[config.mk]
export PLATFORM = sky130hd
export DESIGN_NAME = spi_slave
export DESIGN_NICKNAME = d
export VERILOG_FILES = /design/src/rtl/spi_slave.sv
export SDC_FILE = /design/constraint.sdc
export NUM_CORES = 1
export LEC_CHECK = 0
export BUFFER_PORTS_ARGS = -buffer_cell sky130_fd_sc_hd__buf_2
export CAP_MARGIN = 20
export CORE_MARGIN = 4
export CORE_UTILIZATION = 50
export DETAILED_ROUTE_END_ITERATION = 10
export PLACE_DENSITY = 0.7
export SYNTH_ARGS = -nofsm -noshare
export SYNTH_HDL_FRONTEND = slang
export SYNTH_SLANG_ARGS = --single-unit
[constraint.sdc]
create_clock -name clk -period 1.5 [get_ports clk]
set_input_delay 0.15 -clock clk [delete_from_list [all_inputs] [get_ports clk]]
set_output_delay 0.15 -clock clk [all_outputs]
set_load 0.005 [all_outputs]
[src/rtl/spi_slave.sv]
// SPI mode-0 slave with a single-entry transmit buffer.
// All pins are synchronized into clk; edges are detected on the synchronized SCK.
module spi_slave #(
   parameter logic [7:0] DUMMY_BYTE = 8'h00
) (
   input  logic       clk,
   input  logic       reset,
   input  logic       SCK,
   input  logic       SS_N,
   input  logic       MOSI,
   output logic       MISO,
   output logic       miso_oe,
   input  logic [7:0] tx_data,
   input  logic       tx_valid,
   output logic       tx_ready,
   output logic [7:0] rx_data,
   output logic       rx_valid,
   output logic       underrun,
   output logic       busy
);

   typedef enum logic [1:0] {StIdle, StLoad, StShift} state_e;

   state_e     state_q, state_d;
   logic       sck_s1_q, sck_s2_q, sck_d3_q;
   logic       ss_s1_q, ss_s2_q, ss_d3_q;
   logic       mosi_s1_q, mosi_s2_q;
   logic [7:0] tx_shift_q, tx_shift_d;
   logic [7:0] rx_shift_q, rx_shift_d;
   logic [2:0] bit_cnt_q, bit_cnt_d;
   logic       skip_fall_q, skip_fall_d;
   logic [7:0] rx_data_q, rx_data_d;
   logic       rx_valid_q, rx_valid_d;
   logic       underrun_q, underrun_d;
   logic       buf_full_q, buf_full_d;
   logic [7:0] buf_q, buf_d;
   logic       sck_rise, sck_fall, ss_fall, load;

   always_ff @(posedge clk or negedge reset) begin
      if (!reset) begin
         sck_s1_q  <= 1'b0;
         sck_s2_q  <= 1'b0;
         sck_d3_q  <= 1'b0;
         ss_s1_q   <= 1'b1;
         ss_s2_q   <= 1'b1;
         ss_d3_q   <= 1'b1;
         mosi_s1_q <= 1'b0;
         mosi_s2_q <= 1'b0;
      end else begin
         sck_s1_q  <= SCK;
         sck_s2_q  <= sck_s1_q;
         sck_d3_q  <= sck_s2_q;
         ss_s1_q   <= SS_N;
         ss_s2_q   <= ss_s1_q;
         ss_d3_q   <= ss_s2_q;
         mosi_s1_q <= MOSI;
         mosi_s2_q <= mosi_s1_q;
      end
   end

   assign sck_rise = sck_s2_q & ~sck_d3_q;
   assign sck_fall = ~sck_s2_q & sck_d3_q;
   assign ss_fall  = ss_d3_q & ~ss_s2_q;

   always_comb begin
      state_d     = state_q;
      tx_shift_d  = tx_shift_q;
      rx_shift_d  = rx_shift_q;
      bit_cnt_d   = bit_cnt_q;
      skip_fall_d = skip_fall_q;
      rx_data_d   = rx_data_q;
      rx_valid_d  = 1'b0;
      underrun_d  = 1'b0;
      buf_full_d  = buf_full_q;
      buf_d       = buf_q;
      load        = 1'b0;
      unique case (state_q)
         StIdle: begin
            bit_cnt_d   = 3'd0;
            skip_fall_d = 1'b0;
            tx_shift_d  = 8'h00;
            if (ss_fall) state_d = StLoad;
         end
         StLoad: begin
            if (ss_s2_q) begin
               state_d = StIdle;
            end else begin
               load        = 1'b1;
               bit_cnt_d   = 3'd0;
               skip_fall_d = 1'b0;
               rx_shift_d  = 8'h00;
               state_d     = StShift;
            end
         end
         StShift: begin
            if (ss_s2_q) begin
               state_d   = StIdle;
               bit_cnt_d = 3'd0;
            end else if (sck_rise) begin
               rx_shift_d = {rx_shift_q[6:0], mosi_s2_q};
               bit_cnt_d  = bit_cnt_q + 3'd1;
               if (bit_cnt_q == 3'd7) begin
                  rx_data_d   = {rx_shift_q[6:0], mosi_s2_q};
                  rx_valid_d  = 1'b1;
                  load        = 1'b1;
                  skip_fall_d = 1'b1;
               end
            end else if (sck_fall) begin
               // The fall right after a byte boundary must keep the freshly loaded MSB.
               if (skip_fall_q) skip_fall_d = 1'b0;
               else             tx_shift_d  = {tx_shift_q[6:0], 1'b0};
            end
         end
         default: state_d = StIdle;
      endcase
      if (load) begin
         if (buf_full_q) begin
            tx_shift_d = buf_q;
            buf_full_d = 1'b0;
         end else begin
            tx_shift_d = DUMMY_BYTE;
            underrun_d = 1'b1;
         end
      end
      if (tx_valid && !buf_full_q) begin
         buf_d      = tx_data;
         buf_full_d = 1'b1;
      end
   end

   always_ff @(posedge clk or negedge reset) begin
      if (!reset) begin
         state_q     <= StIdle;
         tx_shift_q  <= 8'h00;
         rx_shift_q  <= 8'h00;
         bit_cnt_q   <= 3'd0;
         skip_fall_q <= 1'b0;
         rx_data_q   <= 8'h00;
         rx_valid_q  <= 1'b0;
         underrun_q  <= 1'b0;
         buf_full_q  <= 1'b0;
         buf_q       <= 8'h00;
      end else begin
         state_q     <= state_d;
         tx_shift_q  <= tx_shift_d;
         rx_shift_q  <= rx_shift_d;
         bit_cnt_q   <= bit_cnt_d;
         skip_fall_q <= skip_fall_d;
         rx_data_q   <= rx_data_d;
         rx_valid_q  <= rx_valid_d;
         underrun_q  <= underrun_d;
         buf_full_q  <= buf_full_d;
         buf_q       <= buf_d;
      end
   end

   assign busy     = (state_q != StIdle);
   assign MISO     = busy & tx_shift_q[7];
   assign miso_oe  = busy & ~ss_s2_q;
   assign tx_ready = ~buf_full_q;
   assign rx_data  = rx_data_q;
   assign rx_valid = rx_valid_q;
   assign underrun = underrun_q;

endmodule

==> impl_results.html <==
<table>
<tr><th>Metric</th><th>Value</th></tr>
<tr><th colspan="2">Synthesis</th></tr>
<tr><td>Async SR Flop Fraction</td><td>1.000</td></tr>
<tr><td>Number of library cell types mapped by synthesis</td><td>42</td></tr>
<tr><td>Synth Warn #</td><td>0</td></tr>
<tr><td>Proportion of netlist area held by the largest area contributor</td><td>0.5149</td></tr>
<tr><td>Most frequent cell after synthesis</td><td>sky130_fd_sc_hd__dfrtp_1</td></tr>
<tr><td>Most used standard cells in the synthesized netlist</td><td>45 x sky130_fd_sc_hd__dfrtp_1, 10 x sky130_fd_sc_hd__nand2_1, 9 x sky130_fd_sc_hd__mux2_1, 8 x sky130_fd_sc_hd__mux2_2, 8 x sky130_fd_sc_hd__o211ai_1</td></tr>
<tr><td>Cell accounting for the most synthesized area</td><td>sky130_fd_sc_hd__dfrtp_1</td></tr>
<tr><td>Synthesized area per cell</td><td>approximately 12 sq um</td></tr>
<tr><td>Number of enable flip-flop cells after synthesis</td><td>0</td></tr>
<tr><td>Register area share after synthesis</td><td>0.5509</td></tr>
<tr><td>Dominant synthesized flop cell</td><td>sky130_fd_sc_hd__dfrtp_1</td></tr>
<tr><td>Summed instance area of the synthesized netlist</td><td>around 2200 sq um</td></tr>
<tr><td>Number of cells produced by synthesis</td><td>~180</td></tr>
<tr><td>Top cells by area, synth</td><td>sky130_fd_sc_hd__dfrtp_1 51%, sky130_fd_sc_hd__mux2_1 4.6%, sky130_fd_sc_hd__mux2_2 4.1%</td></tr>
<tr><td>Number of storage elements in the synthesis netlist</td><td>48</td></tr>
<tr><td>Post-Synthesis Net Count</td><td>around 200</td></tr>
<tr><th colspan="2">Detailed routing</th></tr>
<tr><td>Number of violations reported at the end of detailed-routing iteration 0</td><td>164</td></tr>
<tr><td>Sum of routed wire length over all layers</td><td>roughly 5000 um</td></tr>
<tr><td>Number of iterations in the first detailed-routing pass</td><td>4</td></tr>
<tr><td>Via/cell ratio</td><td>5.777</td></tr>
<tr><td>Vias post-DR</td><td>roughly 1700</td></tr>
<tr><td>Average wire per standard cell</td><td>between 15 and 20 um</td></tr>
<tr><td>Post-detailed-route DRC marker count</td><td>0</td></tr>
<tr><td>Detail Route Antenna Nets</td><td>0</td></tr>
<tr><th colspan="2">Timing</th></tr>
<tr><td>Final Cycle Share</td><td>1.048</td></tr>
<tr><td>Fmax achieved</td><td>635.9 MHz</td></tr>
<tr><td>Number of endpoints with negative hold slack in the final report</td><td>0</td></tr>
<tr><td>Slew headroom</td><td>0.8222</td></tr>
<tr><td>Hold slack final</td><td>0.07821 ns</td></tr>
<tr><td>Setup skew after layout</td><td>between 0.008 and 0.009 ns</td></tr>
<tr><td>Final setup fails</td><td>27</td></tr>
<tr><td>Setup TNS</td><td>-0.8812 ns</td></tr>
<tr><td>Measured slew at the worst slew-check pin</td><td>0.2660 ns</td></tr>
<tr><td>Time the worst path needs with I/O delays and setup</td><td>around 1.6 ns</td></tr>
<tr><td>Unrepaired setup endpoints after global routing</td><td>true</td></tr>
<tr><td>Setup WS post-layout</td><td>-0.07248 ns</td></tr>
<tr><td>Slew Viols, Final</td><td>0</td></tr>
<tr><th colspan="2">Clock tree</th></tr>
<tr><td>Number of buffers created by CTS</td><td>5</td></tr>
<tr><td>Clock-pin slew on the worst setup and hold paths</td><td>around 0.090 ns</td></tr>
<tr><td>Clock tree from TritonCTS</td><td>yes</td></tr>
<tr><td>Clock latency reported for the late side of the worst-skew pair</td><td>0.30 ns</td></tr>
<tr><td>Number of clock sinks</td><td>48</td></tr>
<tr><td>CTS max path bufs</td><td>2</td></tr>
<tr><td>H-tree depth reported by CTS</td><td>2</td></tr>
<tr><td>Root buffer cell</td><td>sky130_fd_sc_hd__clkbuf_8</td></tr>
<tr><th colspan="2">Floorplan</th></tr>
<tr><td>Placement Rows</td><td>23</td></tr>
<tr><td>Die Y-Extent</td><td>around 74 um</td></tr>
<tr><td>Initial Utilization</td><td>0.5315</td></tr>
<tr><td>Number of top-level pins</td><td>28</td></tr>
<tr><td>Die Span X</td><td>74.14 um</td></tr>
<tr><td>Total Die Area</td><td>between 5000 and 6000 sq um</td></tr>
<tr><td>Std-Cell Core Area</td><td>about 4000 sq um</td></tr>
<tr><th colspan="2">Placement</th></tr>
<tr><td># placed instances</td><td>between 200 and 300</td></tr>
<tr><td>Area post-placement</td><td>~2500 sq um</td></tr>
<tr><td>Minimum setup slack after placement</td><td>-0.09771 ns</td></tr>
<tr><td>Final estimated routing congestion in global placement</td><td>around 0.8</td></tr>
<tr><td>HPWL reported at the end of detailed placement</td><td>~3100 um</td></tr>
<tr><td>Number of port buffers</td><td>27</td></tr>
<tr><th colspan="2">Finish</th></tr>
<tr><td>Antenna Cells</td><td>0</td></tr>
<tr><td>Fin cells</td><td>~290</td></tr>
<tr><td>Fraction of layout instances using a drive strength above 1</td><td>0.4895</td></tr>
<tr><td>Number of nets in the layout</td><td>257</td></tr>
<tr><td>Area growth, synth to finish</td><td>34.38%</td></tr>
<tr><td>Count of filler cells inserted in the layout</td><td>roughly 300</td></tr>
<tr><td>Design area</td><td>2939 sq um</td></tr>
<tr><th colspan="2">Worst setup path</th></tr>
<tr><td>Worst EP required</td><td>~1.7 ns</td></tr>
<tr><td>Critical path start-end classification</td><td>reg -&gt; reg</td></tr>
<tr><td>Type of origin of the critical path</td><td>flip-flop</td></tr>
<tr><td>Largest fanout of any net on the critical path</td><td>6</td></tr>
<tr><td>Critical path capture point type</td><td>flip-flop</td></tr>
<tr><td>Data arrival at the endpoint of the critical path</td><td>roughly 1.8 ns</td></tr>
<tr><td>CP max stage cell</td><td>sky130_fd_sc_hd__dfrtp_1</td></tr>
<tr><td>Number of cells on the worst reg-to-reg path</td><td>5</td></tr>
<tr><td>Largest stage delay, worst path</td><td>0.42 ns</td></tr>
<tr><td>Critical-path cell list</td><td>inv_2, ha_4, and2b_2, nand3_4, mux2_1</td></tr>
<tr><th colspan="2">Global routing</th></tr>
<tr><td>Initial antenna violation count</td><td>0</td></tr>
<tr><td>Number of global-route vias before repair</td><td>1737</td></tr>
<tr><td>Global-route wire length before repair</td><td>8266 um</td></tr>
<tr><td>Largest net degree at the start of global routing</td><td>between 40 and 50</td></tr>
<tr><td>Grt total ovfl</td><td>0</td></tr>
<tr><td>Overall global routing resource usage</td><td>0.1974</td></tr>
<tr><th colspan="2">Worst hold path</th></tr>
<tr><td>Number of cells traversed by the worst hold path</td><td>2</td></tr>
<tr><td>Worst min-delay path category</td><td>in -&gt; reg</td></tr>
<tr><th colspan="2">Flow run</th></tr>
<tr><td>Reported max-cap violation count</td><td>0</td></tr>
<tr><th colspan="2">Outcome</th></tr>
<tr><td>Violated checks</td><td>negative setup slack</td></tr>
<tr><td>Status</td><td>complete, but fails checks</td></tr>
<tr><th colspan="2">Power</th></tr>
<tr><td>Highest ir drop seen on vdd</td><td>between 800 and 900 uV</td></tr>
<tr><td>Pleak</td><td>0.001349 uW</td></tr>
<tr><td>Areal power density over the cells</td><td>roughly 1400 nW/um^2</td></tr>
</table>
-- kinds of logic after synthesis --
group | count (synthesis) | synth area share
DFF | 48 | 0.5509
AOI/OAI and AO/OA | 47 | 0.1539
and+or+nand+nor | 37 | 0.1036
buffers and inverters | 22 | 0.04634
muxes | 20 | 0.1013
adders and majority gates | 7 | 0.04004
xor gates and xnor gates | 1 | 0.004005
-- path summary, 6_finish.rpt --
kind / start / to / slack [ns]
min in group asynchronous: reset / bit_cnt_q[1] / 0.35
hold / removal: tx_data[3] / buf_q[3] / 0.08
hold reg to reg: sck_s1_q / sck_s2_q / 0.36
setup reg to reg: state_q[0] / rx_data[2] / -0.07
max in group asynchronous: reset / ss_s1_q / 0.87
setup / recovery: state_q[0] / rx_data[2] / -0.07
-- report_power, final --
group / total (uW) / switching, uW / internal [uW]
registers: 1740 / 184 / 1550
logic: 1670 / 860 / 807
clock network: 764 / 438 / 325
-- placed cells by master (no fill, tap or decap), types with 3 or more instances in the layout --
cell / count
sky130_fd_sc_hd__nand2_1: 9
sky130_fd_sc_hd__dfrtp_1: 45
sky130_fd_sc_hd__a31oi_1: 7
sky130_fd_sc_hd__mux2_2: 8
sky130_fd_sc_hd__a211oi_2: 4
sky130_fd_sc_hd__clkbuf_8: 5
sky130_fd_sc_hd__o31ai_2: 3
sky130_fd_sc_hd__o21ai_1: 4
sky130_fd_sc_hd__o31ai_1: 4
sky130_fd_sc_hd__buf_2: 27
sky130_fd_sc_hd__ha_4: 3
sky130_fd_sc_hd__o211ai_1: 8
sky130_fd_sc_hd__buf_6: 8
sky130_fd_sc_hd__nand2b_1: 3
sky130_fd_sc_hd__nor2b_1: 5
sky130_fd_sc_hd__buf_4: 19
sky130_fd_sc_hd__mux2_4: 7
sky130_fd_sc_hd__dlygate4sd3_1: 4
sky130_fd_sc_hd__nand3b_1: 7
sky130_fd_sc_hd__a211oi_1: 3
sky130_fd_sc_hd__dfstp_2: 3
sky130_fd_sc_hd__ha_2: 3
sky130_fd_sc_hd__inv_1: 5
-- area by class of cell --
class                   count  area [sq um]  area share
clock inverters             3         18.77    0.006386
multi-input cells         113          1095      0.3725
clock buffers               5         68.82     0.02341
flip-flops and latches     48          1205      0.4100
inverters                   7         26.28    0.008940
repair buffers             61         462.9      0.1575
well taps                  50         62.56     0.02129
-- metal layers --
| metal | GRT usage | routed length (um) | up-vias |
|---|---|---|---|
| met3 | 0.04189 | 180 | 8 |
| met1 | 0.2646 | 2146 | 846 |
| li1 | - | - | 765 |
| met5 | 0 | 0 | - |
| met2 | 0.3258 | 2572 | 39 |
| met4 | 0.05634 | 73 | 0 |
-- through the flow --
step             util  total power (uW)
6_report       0.7142              4170
5_1_grt        0.7142              4411
4_1_cts        0.6759              3974
3_5_place_dp   0.6114              2969
3_3_place_gp   0.6114              2903
2_1_floorplan       -              2550
-- worst max-delay path: cells and delay by family (launching register included) --
kind,cells,cell delay (ns)
adders and majority gates,1,0.20
DFF,1,0.42
buffers and inverters,1,0.11
muxes,1,0.34
and+or+nand+nor,2,0.39
-- flip-flops by register name (all words and copies together), names as in the netlist --
register,flops
underrun,1
bit_cnt_q,3
ss_s2_q,1
rx_valid,1
state_q,2
ss_d3_q,1
buf_full_q,1
skip_fall_q,1
rx_shift_q,7
mosi_s1_q,1
sck_d3_q,1
tx_shift_q,8
mosi_s2_q,1
buf_q,8
sck_s2_q,1
rx_data,8
ss_s1_q,1
sck_s1_q,1
-- timing repair --
action | CTS | global route
gates resized for setup | 23 | 31
setup buffers | 5 | 4
pin swaps | 4 | 10
hold buffers | 4 | 0
endpoints found under the hold margin | 48 | 0
gates cloned | 2 | 0
endpoints found under the setup margin | 30 | 33
Note: power is estimated with default switching activity, not from simulation.
